<file path="src/rtl/fft_mag_buf_pkg.sv">
// Shared types and constants for the FFT magnitude buffer.
// Imported by the buffer, its pipeline and the bench reference model.
package fft_pkg;

  localparam int N_FFT   = 256;
  localparam int AW      = 8;
  localparam int DW      = 16;
  localparam int MAG_SH1 = 2;
  localparam int MAG_SH2 = 3;

  typedef enum logic [1:0] {
    COLLECT,
    RESYNC,
    FLUSH,
    DONE
  } state_t;

  // Two's complement magnitude; the most negative value maps to 2^(DW-1).
  function automatic logic [DW-1:0] uabs(input logic [DW-1:0] x);
    return x[DW-1] ? (~x + DW'(1)) : x;
  endfunction

endpackage

</file>
<file path="src/rtl/fft_mag_buf_if.sv">
// Streamed FFT bin handshake between the FFT core and the magnitude buffer.
// The master drives the beat, the slave returns ready.
interface fft_mag_buf_if;
  import fft_pkg::*;

  logic                 s_valid;
  logic                 s_ready;
  logic                 s_last;
  logic signed [DW-1:0] s_re;
  logic signed [DW-1:0] s_im;

  modport master (
    output s_valid,
    output s_last,
    output s_re,
    output s_im,
    input  s_ready
  );

  modport slave (
    input  s_valid,
    input  s_last,
    input  s_re,
    input  s_im,
    output s_ready
  );

endinterface

</file>
<file path="src/rtl/fft_mag_buf_mag_est.sv">
// Abs / max-min / shift-add magnitude pipeline.
// Stages 1-2 are registered; stage 3 sum feeds the buffer write port.
module mag_est
  import fft_pkg::*;
(
  input  logic          clk_256k,
  input  logic          rst_n,
  input  logic          squash,
  input  logic          in_valid,
  input  logic [AW-1:0] in_addr,
  input  logic [DW-1:0] in_re,
  input  logic [DW-1:0] in_im,
  output logic          out_valid,
  output logic [AW-1:0] out_addr,
  output logic [DW-1:0] out_mag,
  output logic          busy
);

  logic          v1, v2;
  logic [AW-1:0] ad1, ad2;
  logic [DW-1:0] a1, b1;
  logic [DW-1:0] mx2, mn2;

  always_ff @(posedge clk_256k or negedge rst_n) begin
    if (!rst_n) begin
      v1  <= 1'b0;
      v2  <= 1'b0;
      ad1 <= '0;
      ad2 <= '0;
      a1  <= '0;
      b1  <= '0;
      mx2 <= '0;
      mn2 <= '0;
    end else begin
      v1  <= in_valid & ~squash;
      v2  <= v1 & ~squash;
      ad1 <= in_addr;
      ad2 <= ad1;
      a1  <= uabs(in_re);
      b1  <= uabs(in_im);
      mx2 <= (a1 >= b1) ? a1 : b1;
      mn2 <= (a1 >= b1) ? b1 : a1;
    end
  end

  // Worst case 45056 fits DW, so no saturation is needed.
  assign out_mag   = mx2 + (mn2 >> MAG_SH1) + (mn2 >> MAG_SH2);
  assign out_valid = v2 & ~squash;
  assign out_addr  = ad2;
  assign busy      = v1 | v2;

endmodule

</file>
<file path="src/rtl/fft_mag_buf.sv">
// Collects one FFT frame of magnitudes into a 256x16 buffer.
// Holds it with wr_done high until the consumer pulses clear.
module fft_mag_buf
  import fft_pkg::*;
(
  input  logic          clk_256k,
  input  logic          rst_n,
  fft_mag_buf_if.slave  up,
  input  logic          clear,
  input  logic [AW-1:0] rd_addr,
  output logic [DW-1:0] rd_data,
  output logic          wr_done,
  output logic          frame_err
);

  state_t        state_q, state_n;
  logic [AW-1:0] idx_q, idx_n;
  logic          ready_q;
  logic          err_n;
  logic          pipe_in;
  logic          acc;
  logic          last_idx;

  logic          est_valid;
  logic [AW-1:0] est_addr;
  logic [DW-1:0] est_mag;
  logic          est_busy;

  logic [DW-1:0] mem [N_FFT];

  assign acc      = up.s_valid & ready_q;
  assign last_idx = (idx_q == AW'(N_FFT - 1));

  always_comb begin
    state_n = state_q;
    idx_n   = idx_q;
    err_n   = 1'b0;
    pipe_in = 1'b0;
    unique case (state_q)
      COLLECT: begin
        if (clear) begin
          idx_n = '0;
        end else if (acc) begin
          pipe_in = 1'b1;
          if (up.s_last) begin
            idx_n = '0;
            if (last_idx) state_n = FLUSH;
            else          err_n   = 1'b1;
          end else if (last_idx) begin
            idx_n   = '0;
            err_n   = 1'b1;
            state_n = RESYNC;
          end else begin
            idx_n = idx_q + AW'(1);
          end
        end
      end
      RESYNC: begin
        if (clear || (acc && up.s_last)) begin
          idx_n   = '0;
          state_n = COLLECT;
        end
      end
      FLUSH: begin
        if (clear) begin
          idx_n   = '0;
          state_n = COLLECT;
        end else if (!est_busy) begin
          state_n = DONE;
        end
      end
      DONE: begin
        if (clear) begin
          idx_n   = '0;
          state_n = COLLECT;
        end
      end
    endcase
  end

  always_ff @(posedge clk_256k or negedge rst_n) begin
    if (!rst_n) begin
      state_q   <= COLLECT;
      idx_q     <= '0;
      ready_q   <= 1'b0;
      frame_err <= 1'b0;
    end else begin
      state_q   <= state_n;
      idx_q     <= idx_n;
      ready_q   <= (state_n == COLLECT) || (state_n == RESYNC);
      frame_err <= err_n;
    end
  end

  assign up.s_ready = ready_q;
  assign wr_done    = (state_q == DONE);

  mag_est u_mag_est (
    .clk_256k  (clk_256k),
    .rst_n     (rst_n),
    .squash    (clear),
    .in_valid  (pipe_in),
    .in_addr   (idx_q),
    .in_re     (up.s_re),
    .in_im     (up.s_im),
    .out_valid (est_valid),
    .out_addr  (est_addr),
    .out_mag   (est_mag),
    .busy      (est_busy)
  );

  always_ff @(posedge clk_256k) begin
    if (est_valid) mem[est_addr] <= est_mag;
  end

  // Same-address read during a write returns the old word.
  always_ff @(posedge clk_256k or negedge rst_n) begin
    if (!rst_n) rd_data <= '0;
    else        rd_data <= mem[rd_addr];
  end

endmodule

</file>
<file path="src/flat_wrapper.sv">
// flat-port wrapper written by rule: the top's interface ports become plain ports
module fft_mag_buf_flat import fft_pkg::*;
  (clk_256k, rst_n, clear, rd_addr, rd_data, wr_done, frame_err, up_s_valid, up_s_last, up_s_re, up_s_im, up_s_ready);
  fft_mag_buf_if up_i ();
  input  logic clk_256k;
  input  logic rst_n;
  input  logic clear;
  input  logic [AW-1:0] rd_addr;
  output logic [DW-1:0] rd_data;
  output logic wr_done;
  output logic frame_err;
  input wire logic [$bits(up_i.s_valid)-1:0] up_s_valid;
  input wire logic [$bits(up_i.s_last)-1:0] up_s_last;
  input wire logic [$bits(up_i.s_re)-1:0] up_s_re;
  input wire logic [$bits(up_i.s_im)-1:0] up_s_im;
  output wire logic [$bits(up_i.s_ready)-1:0] up_s_ready;
  assign up_i.s_valid = up_s_valid;
  assign up_i.s_last = up_s_last;
  assign up_i.s_re = up_s_re;
  assign up_i.s_im = up_s_im;
  assign up_s_ready = up_i.s_ready;
  fft_mag_buf u_core (.clk_256k(clk_256k), .rst_n(rst_n), .up(up_i), .clear(clear), .rd_addr(rd_addr), .rd_data(rd_data), .wr_done(wr_done), .frame_err(frame_err));
endmodule
</file>
<file path="config.mk">
export PLATFORM = sky130hd
export DESIGN_NAME = fft_mag_buf_flat
export DESIGN_NICKNAME = d
export VERILOG_FILES = /design/src/rtl/fft_mag_buf_pkg.sv /design/src/rtl/fft_mag_buf_if.sv /design/src/rtl/fft_mag_buf_mag_est.sv /design/src/rtl/fft_mag_buf.sv /design/src/flat_wrapper.sv
export SDC_FILE = /design/constraint.sdc
export NUM_CORES = 2
export LEC_CHECK = 0
export CORE_ASPECT_RATIO = 0.5
export CORE_MARGIN = 8
export CORE_UTILIZATION = 45
export CTS_BUF_LIST = sky130_fd_sc_hd__clkbuf_16
export CTS_CLUSTER_SIZE = 25
export DETAILED_ROUTE_END_ITERATION = 6
export GPL_TIMING_DRIVEN = 0
export MAX_ROUTING_LAYER = met4
export SYNTH_ARGS = -nofsm -noshare
export SYNTH_HDL_FRONTEND = slang
export SYNTH_HIERARCHICAL = 1
export SYNTH_SLANG_ARGS = --single-unit
</file>
<file path="constraint.sdc">
create_clock -name clk_256k -period 51.9 [get_ports clk_256k]
set_input_delay 12.975 -clock clk_256k [delete_from_list [all_inputs] [get_ports clk_256k]]
set_output_delay 12.975 -clock clk_256k [all_outputs]
set_load 0.05 [all_outputs]
</file>
# Word level (Yosys, flattened, before mapping)
# Memory sizes are Yosys's and may differ from the RTL's. A register that Yosys moved wholly into a read port is not among the register bits.
# Index checks and enable logic that the tools add are counted.
dict set report classes {
  n_mux 32
  addsub 5
  n_eq_ne 8
  n_reduce_logical 8
  bitwise 8
  n_lt_le_gt_ge 1
}
# cell n
set op_table {}
lappend op_table {{$mux 16} 4}
lappend op_table {{$mux 8} 6}
lappend op_table {{$add 16x1->16 const B} 2}
lappend op_table {{$not 16->16} 2}
lappend op_table {{$pmux 8 s3} 1}
lappend op_table {{$mux 2} 9}
lappend op_table {{$add 16x13->16} 1}
lappend op_table {{$add 16x14->16} 1}
lappend op_table {{$ge 16x16->1} 1}
lappend op_table {{$mux 1} 11}
lappend op_table {{$add 8x1->8 const B} 1}
lappend op_table {{$eq 8x8->1 const B} 1}
lappend op_table {{$pmux 2 s4} 1}
lappend op_table {{$and 1x1->1} 4}
lappend op_table {{$eq 2x1->1 const B} 2}
lappend op_table {{$eq 2x2->1 const B} 2}
lappend op_table {{$logic_not 2->1} 2}
lappend op_table {{$ne 2x1->1 const B} 2}
lappend op_table {{$ne 3x2->1 const B} 1}
lappend op_table {{$reduce_and 3->1} 1}
lappend op_table {{$logic_or 1x1->1} 2}
lappend op_table {{$reduce_or 2->1} 1}
lappend op_table {{$logic_and 1x1->1} 1}
lappend op_table {{$logic_not 1->1} 1}
lappend op_table {{other kinds (2)} 2}
dict set report word_totals {
  register_bits 94
  ram_bits 4096
  word_cells 75
  mem_count 1
}
# memory words width rd rd_clocked_by_memory_dff write_ports line
set memory_table {}
lappend memory_table {u_core.mem 256 16 1 1 1 fft_mag_buf.sv:29} ;# logic [DW-1:0] mem [N_FFT];

# Longest topological paths before layout
dict set report depth {
  ltp_word 8
  ltp_mapped 12
}

# Modules after synthesis
# The synthesis kept the hierarchy.
# mod seq_area_each_um2 cells_each area_per_inst_um2 n_inst
set by_module_without_submodules {}
lappend by_module_without_submodules {fft_mag_buf 123698.6 7314 159103.8 1}
lappend by_module_without_submodules {mag_est 2001.9 383 4508.1 1}

# Least setup slack after synthesis
# OpenSTA, ideal clock, no wires.
dict set report synth_path {
  kind {reg2reg}
  startpoint {register u_core.u_mag_est.mx2[1]}
  endpoint {memory u_core.mem[0][15] (data pin)}
  path_slack_ns 30.218
  stages_incl_launch_ff 10
  required_time_ns 48.533
  setup_time_ns 3.367
  n_path_buf 0
  arrival_ns 18.316
  path_cell_list {dfrtp_1 fa_1 ha_1 inv_1 fa_1 nor2b_1 o211ai_1 a31oi_1 nor2_1 o311ai_0}
}
dict set report synth_between {
  elab_chain_cells 2
}
# item line
set synth_lines {}
lappend synth_lines {{start, declared} fft_mag_buf_mag_est.sv:22} ;# logic [DW-1:0] mx2, mn2;
lappend synth_lines {{start signal, assigned} fft_mag_buf_mag_est.sv:41} ;# mx2 <= (a1 >= b1) ? a1 : b1;
lappend synth_lines {{$add 16x14->16} fft_mag_buf_mag_est.sv:47} ;# assign out_mag = mx2 + (mn2 >> MAG_SH1) + (mn2 >> MAG_SH2);
lappend synth_lines {{$add 16x13->16} fft_mag_buf_mag_est.sv:47}
lappend synth_lines {{net u_core.est_mag[15]} fft_mag_buf.sv:26} ;# logic [DW-1:0] est_mag;
lappend synth_lines {{end, declared} fft_mag_buf.sv:29}
# The timed path passes the listed nets, and every way through them passes these cells.

==> results_dict.tcl <==
set metrics [dict create \
    ctsHoldBuffers 0 \
    whs_endpoint "u_core/u_mag_est/out_addr[4]$_DFF_PN0_" \
    clock_sinks 4204 \
    crit_type "in -> reg" \
    dr.pass1.iters 6 \
    rsz0062_at_grt "false" \
    syn_inst 7697 \
    path_clk_slew_ns 0.06 \
    synth_area_sq_um 164000 \
    wirelength_microns 575000 \
    maxCapViolCount 9 \
    clkLatencyLatePin_ns 0.98 \
    gp_congestion 1.01 \
    fin_nets 8658 \
    drt-initial-drc-count 16900 \
    cts_made_buffers 382 \
    tns_ns 0 \
    endpoint_kind "register" \
    grt_overflow_total 0 \
    max_freq_ghz 0.0490 \
    synth.avg_cell_area_sq_um 21.3 \
    wl_per_cell_microns 41.9 \
    hold_path_class "reg -> reg" \
    yosys_register_bits 4204 \
    grt_max_degree 169 \
    portBuffers 60 \
    path_max_fanout 10 \
    fillerInstances 27800 \
    tightest_slew_ns 1.61 \
    die-area_sq_um 384000 \
    hold_depth 0 \
    route.detailed.drc 0 \
    synth_ff_type "edfxtp_1" \
    antenna_found_initial 49 \
    cp.required_ns 52.65 \
    track_usage_pct 30.1 \
    drv_slew 70 \
    path_cells "clkdlybuf4s50_1 -> buf_1 -> buf_2 -> buf_2 -> buf_2 -> clkbuf_1 -> a21oi_1 -> o21ai_0 -> nand4_1 -> nor4b_2" \
    clockBufferDepth 4 \
    worstPathArrival_ns 21.15 \
    dp_slack_ns 31.50 \
    violations "capacitance limit, slew limit" \
    fp.coreArea_sq_um 362000 \
    yosysUniqueCellTypes 75 \
    syn-num-nets 7790 \
    startpoint_type "input pin" \
    die_h_microns 442 \
    synth_edf_count 4096 \
    setup_ws_ns 31.51 \
    ys_seq_area_share_pct 76.8 \
    grt_pass1_vias 85600 \
    p_per_area_nw_per_um2 59.9 \
    viasPerCell 6.64 \
    rows 156 \
    die_width_microns 869 \
    ctsResizeCount 0 \
    slew_headroom_pct -7.34 \
    vias 91200 \
    r2r-end "u_core/mem[200][15]$_DFFE_PP_" \
    drive_gt1_share_pct 27.2 \
    peakVddDrop_v 0.0000979 \
    hp-start "u_core/u_mag_est/ad1[4]$_DFF_PN0_" \
    start_util_pct 45.2 \
    finalHoldViolCount 0 \
    dp.final_hpwl_microns 404000 \
    reg2regPathDepth 19 \
    reg2reg_slack_ns 45.95 \
    grt_first_pass_wirelength_microns 760000 \
    io_pins 64 \
    crit_path_start "rd_addr[2]" \
    period_share_pct 39.3 \
    setup_viol 0 \
    crit_top_cell "buf_2" \
    yosysWarnings 6 \
    root_buffer "clkbuf_16" \
    h-tree-depth 5 \
    cp_slowest_cell "clkbuf_1" \
    finClkSkew_ns 0.0629 \
    cp_slowest_stage_delay_ns 1.21 \
    fin_crit_ns 20.39 \
    leakage_nw 61.2 \
    worstReg2RegStart "u_core/u_mag_est/mx2[1]$_DFF_PN0_" \
    antenna_left 0 \
    postCtsSetupBuffers 0 \
    cts_tree "built" \
    synthArstFlopShare_pct 2.57 \
    status "complete, but fails checks" \
    synthToLayoutAreaGrowth_pct 16.5 \
]
## cell usage in the layout, fill, tap and decap left out, types with 27 or more instances in the layout
| cell type | netlist | layout |
|---|---|---|
| buf_16 | 0 | 74 |
| clkbuf_2 | 0 | 27 |
| nand2_1 | 87 | 86 |
| clkbuf_16 | 0 | 396 |
| buf_8 | 10 | 263 |
| nand4_1 | 27 | 27 |
| a21oi_1 | 132 | 132 |
| nor3_1 | 41 | 41 |
| clkinv_2 | 0 | 57 |
| buf_2 | 124 | 139 |
| bufinv_16 | 0 | 35 |
| o211ai_1 | 28 | 28 |
| buf_4 | 42 | 75 |
| nor2_1 | 319 | 62 |
| mux2i_1 | 617 | 617 |
| diode_2 | 0 | 43 |
| nor2_2 | 0 | 223 |
| o21ai_0 | 78 | 77 |
| mux4_2 | 828 | 828 |
| buf_6 | 74 | 115 |
| dfrtp_1 | 108 | 108 |
| clkbuf_1 | 156 | 131 |
| inv_1 | 38 | 116 |
| a22oi_1 | 34 | 34 |
| mux2_4 | 30 | 30 |
| clkinv_1 | 0 | 89 |
| nor2_4 | 0 | 34 |
| nand3_1 | 42 | 42 |
| ha_1 | 34 | 33 |
| edfxtp_1 | 4096 | 4096 |
| o221ai_1 | 229 | 229 |
| o22ai_1 | 148 | 148 |
| clkdlybuf4s50_1 | 0 | 59 |
## power breakdown
part	internal, W	leakage (nW)	switching, W	total [W]
combinational	0.000815	17.0	0.00230	0.00311
sequential	0.00547	37.9	0.00000817	0.00548
clock	0.00155	6.24	0.00127	0.00282
## cell families (layout without fill, tap and decap cells)
logic type,count (synthesis),in the layout,synth area share [%]
buffers and inverters,482,1655,1.73
multiplexers,1478,1478,15.5
other,0,43,0
AO/OA/AOI/OAI,788,788,3.42
flip-flops,4204,4204,76.8
AND/OR/NAND/NOR,662,662,1.94
adder cells (fa/ha/maj),48,48,0.431
XOR/XNOR,35,35,0.187
## state kept, by name, indices dropped and copies added (netlist names), named ones only
name,cells
u_core/u_mag_est/v2,1
u_core/u_mag_est/ad1,8
u_core/u_mag_est/out_addr,8
u_core/idx_q,8
u_core/mem,4096
u_core/u_mag_est/v1,1
u_core/rd_data,16
u_core/frame_err,1
u_core/u_mag_est/b1,16
u_core/u_mag_est/mx2,16
u_core/u_mag_est/a1,16
u_core/state_q,1
u_core/u_mag_est/mn2,14
u_core/up.s_ready,1
## worst max path at each step
stage / to / slack [ns] / cells past startpoint
finish: u_core/rd_data[1]$_DFF_PN0_ / 31.51 / 10
global route: u_core/rd_data[1]$_DFF_PN0_ / 32.26 / 10
CTS: u_core/rd_data[1]$_DFF_PN0_ / 32.51 / 10
detailed placement: u_core/rd_data[1]$_DFF_PN0_ / 31.50 / 10
global placement: u_core/mem[210][15]$_DFFE_PP_ / 6.29 / 9
floorplan: u_core/mem[0][15]$_DFFE_PP_ / 30.22 / 9
## worst max-delay path, delay by kind of cell
family | cells | cell delay, ns
compound gates | 2 | 0.71
buf+inv | 6 | 5.56
simple gates | 2 | 1.76
## area by class of cell
| cell class | instances | area (sq um) | share of cell area, % |
|---|---|---|---|
| sequential | 4204 | 126000 | 66.0 |
| multi-input combinational | 3011 | 36100 | 19.0 |
| clock buffer | 396 | 9910 | 5.20 |
| timing repair buffer | 484 | 7500 | 3.94 |
| tap | 4819 | 6030 | 3.16 |
| buffer | 443 | 2720 | 1.43 |
| clock inverter | 293 | 2270 | 1.19 |
| inverter | 39 | 161 | 0.0847 |
| antenna | 43 | 108 | 0.0565 |
## synthesized netlist by cell type, types with 28 or more instances
library cell	instances	share of area, %
nor4_1	37	0.14
xnor2_1	32	0.17
dfrtp_1	108	1.7
nand2_1	87	0.20
clkbuf_1	156	0.36
mux4_2	828	11
nor2_1	319	0.73
ha_1	34	0.26
o21ai_0	78	0.24
o22ai_1	148	0.57
inv_1	38	0.087
buf_6	74	0.51
buf_4	42	0.19
nand3_1	42	0.13
mux2i_1	617	3.8
buf_1	35	0.080
a22oi_1	34	0.16
o211ai_1	28	0.13
edfxtp_1	4096	75
buf_2	124	0.38
nor3_1	41	0.13
o221ai_1	229	1.2
a21oi_1	132	0.40
mux2_4	30	0.28
## metal layers
layer  up-vias  part of all wire, %  track usage [%]
li1      34200                    -                -
met1     48400                   38             40.8
met2      7194                   41             39.6
met3      1321                   16             11.8
met4         0                  5.8             14.3
met5         -                    0                -
## stage by stage
stage          total power [W]  cell area [sq um]  utilization [%]  std cells  hold WS (ns)
2_1_floorplan          0.00737             164000                -       7697         0.331
3_3_place_gp           0.00931             170000             47.1      12600         0.333
3_5_place_dp           0.00859             178000             49.3      13000         0.335
4_1_cts                 0.0114             190000             52.6      13700         0.348
5_1_grt                 0.0117             191000             52.7      13700         0.355
6_report                0.0114             191000             52.7      13700         0.347
No activity file was read; power rests on OpenSTA's default activity.
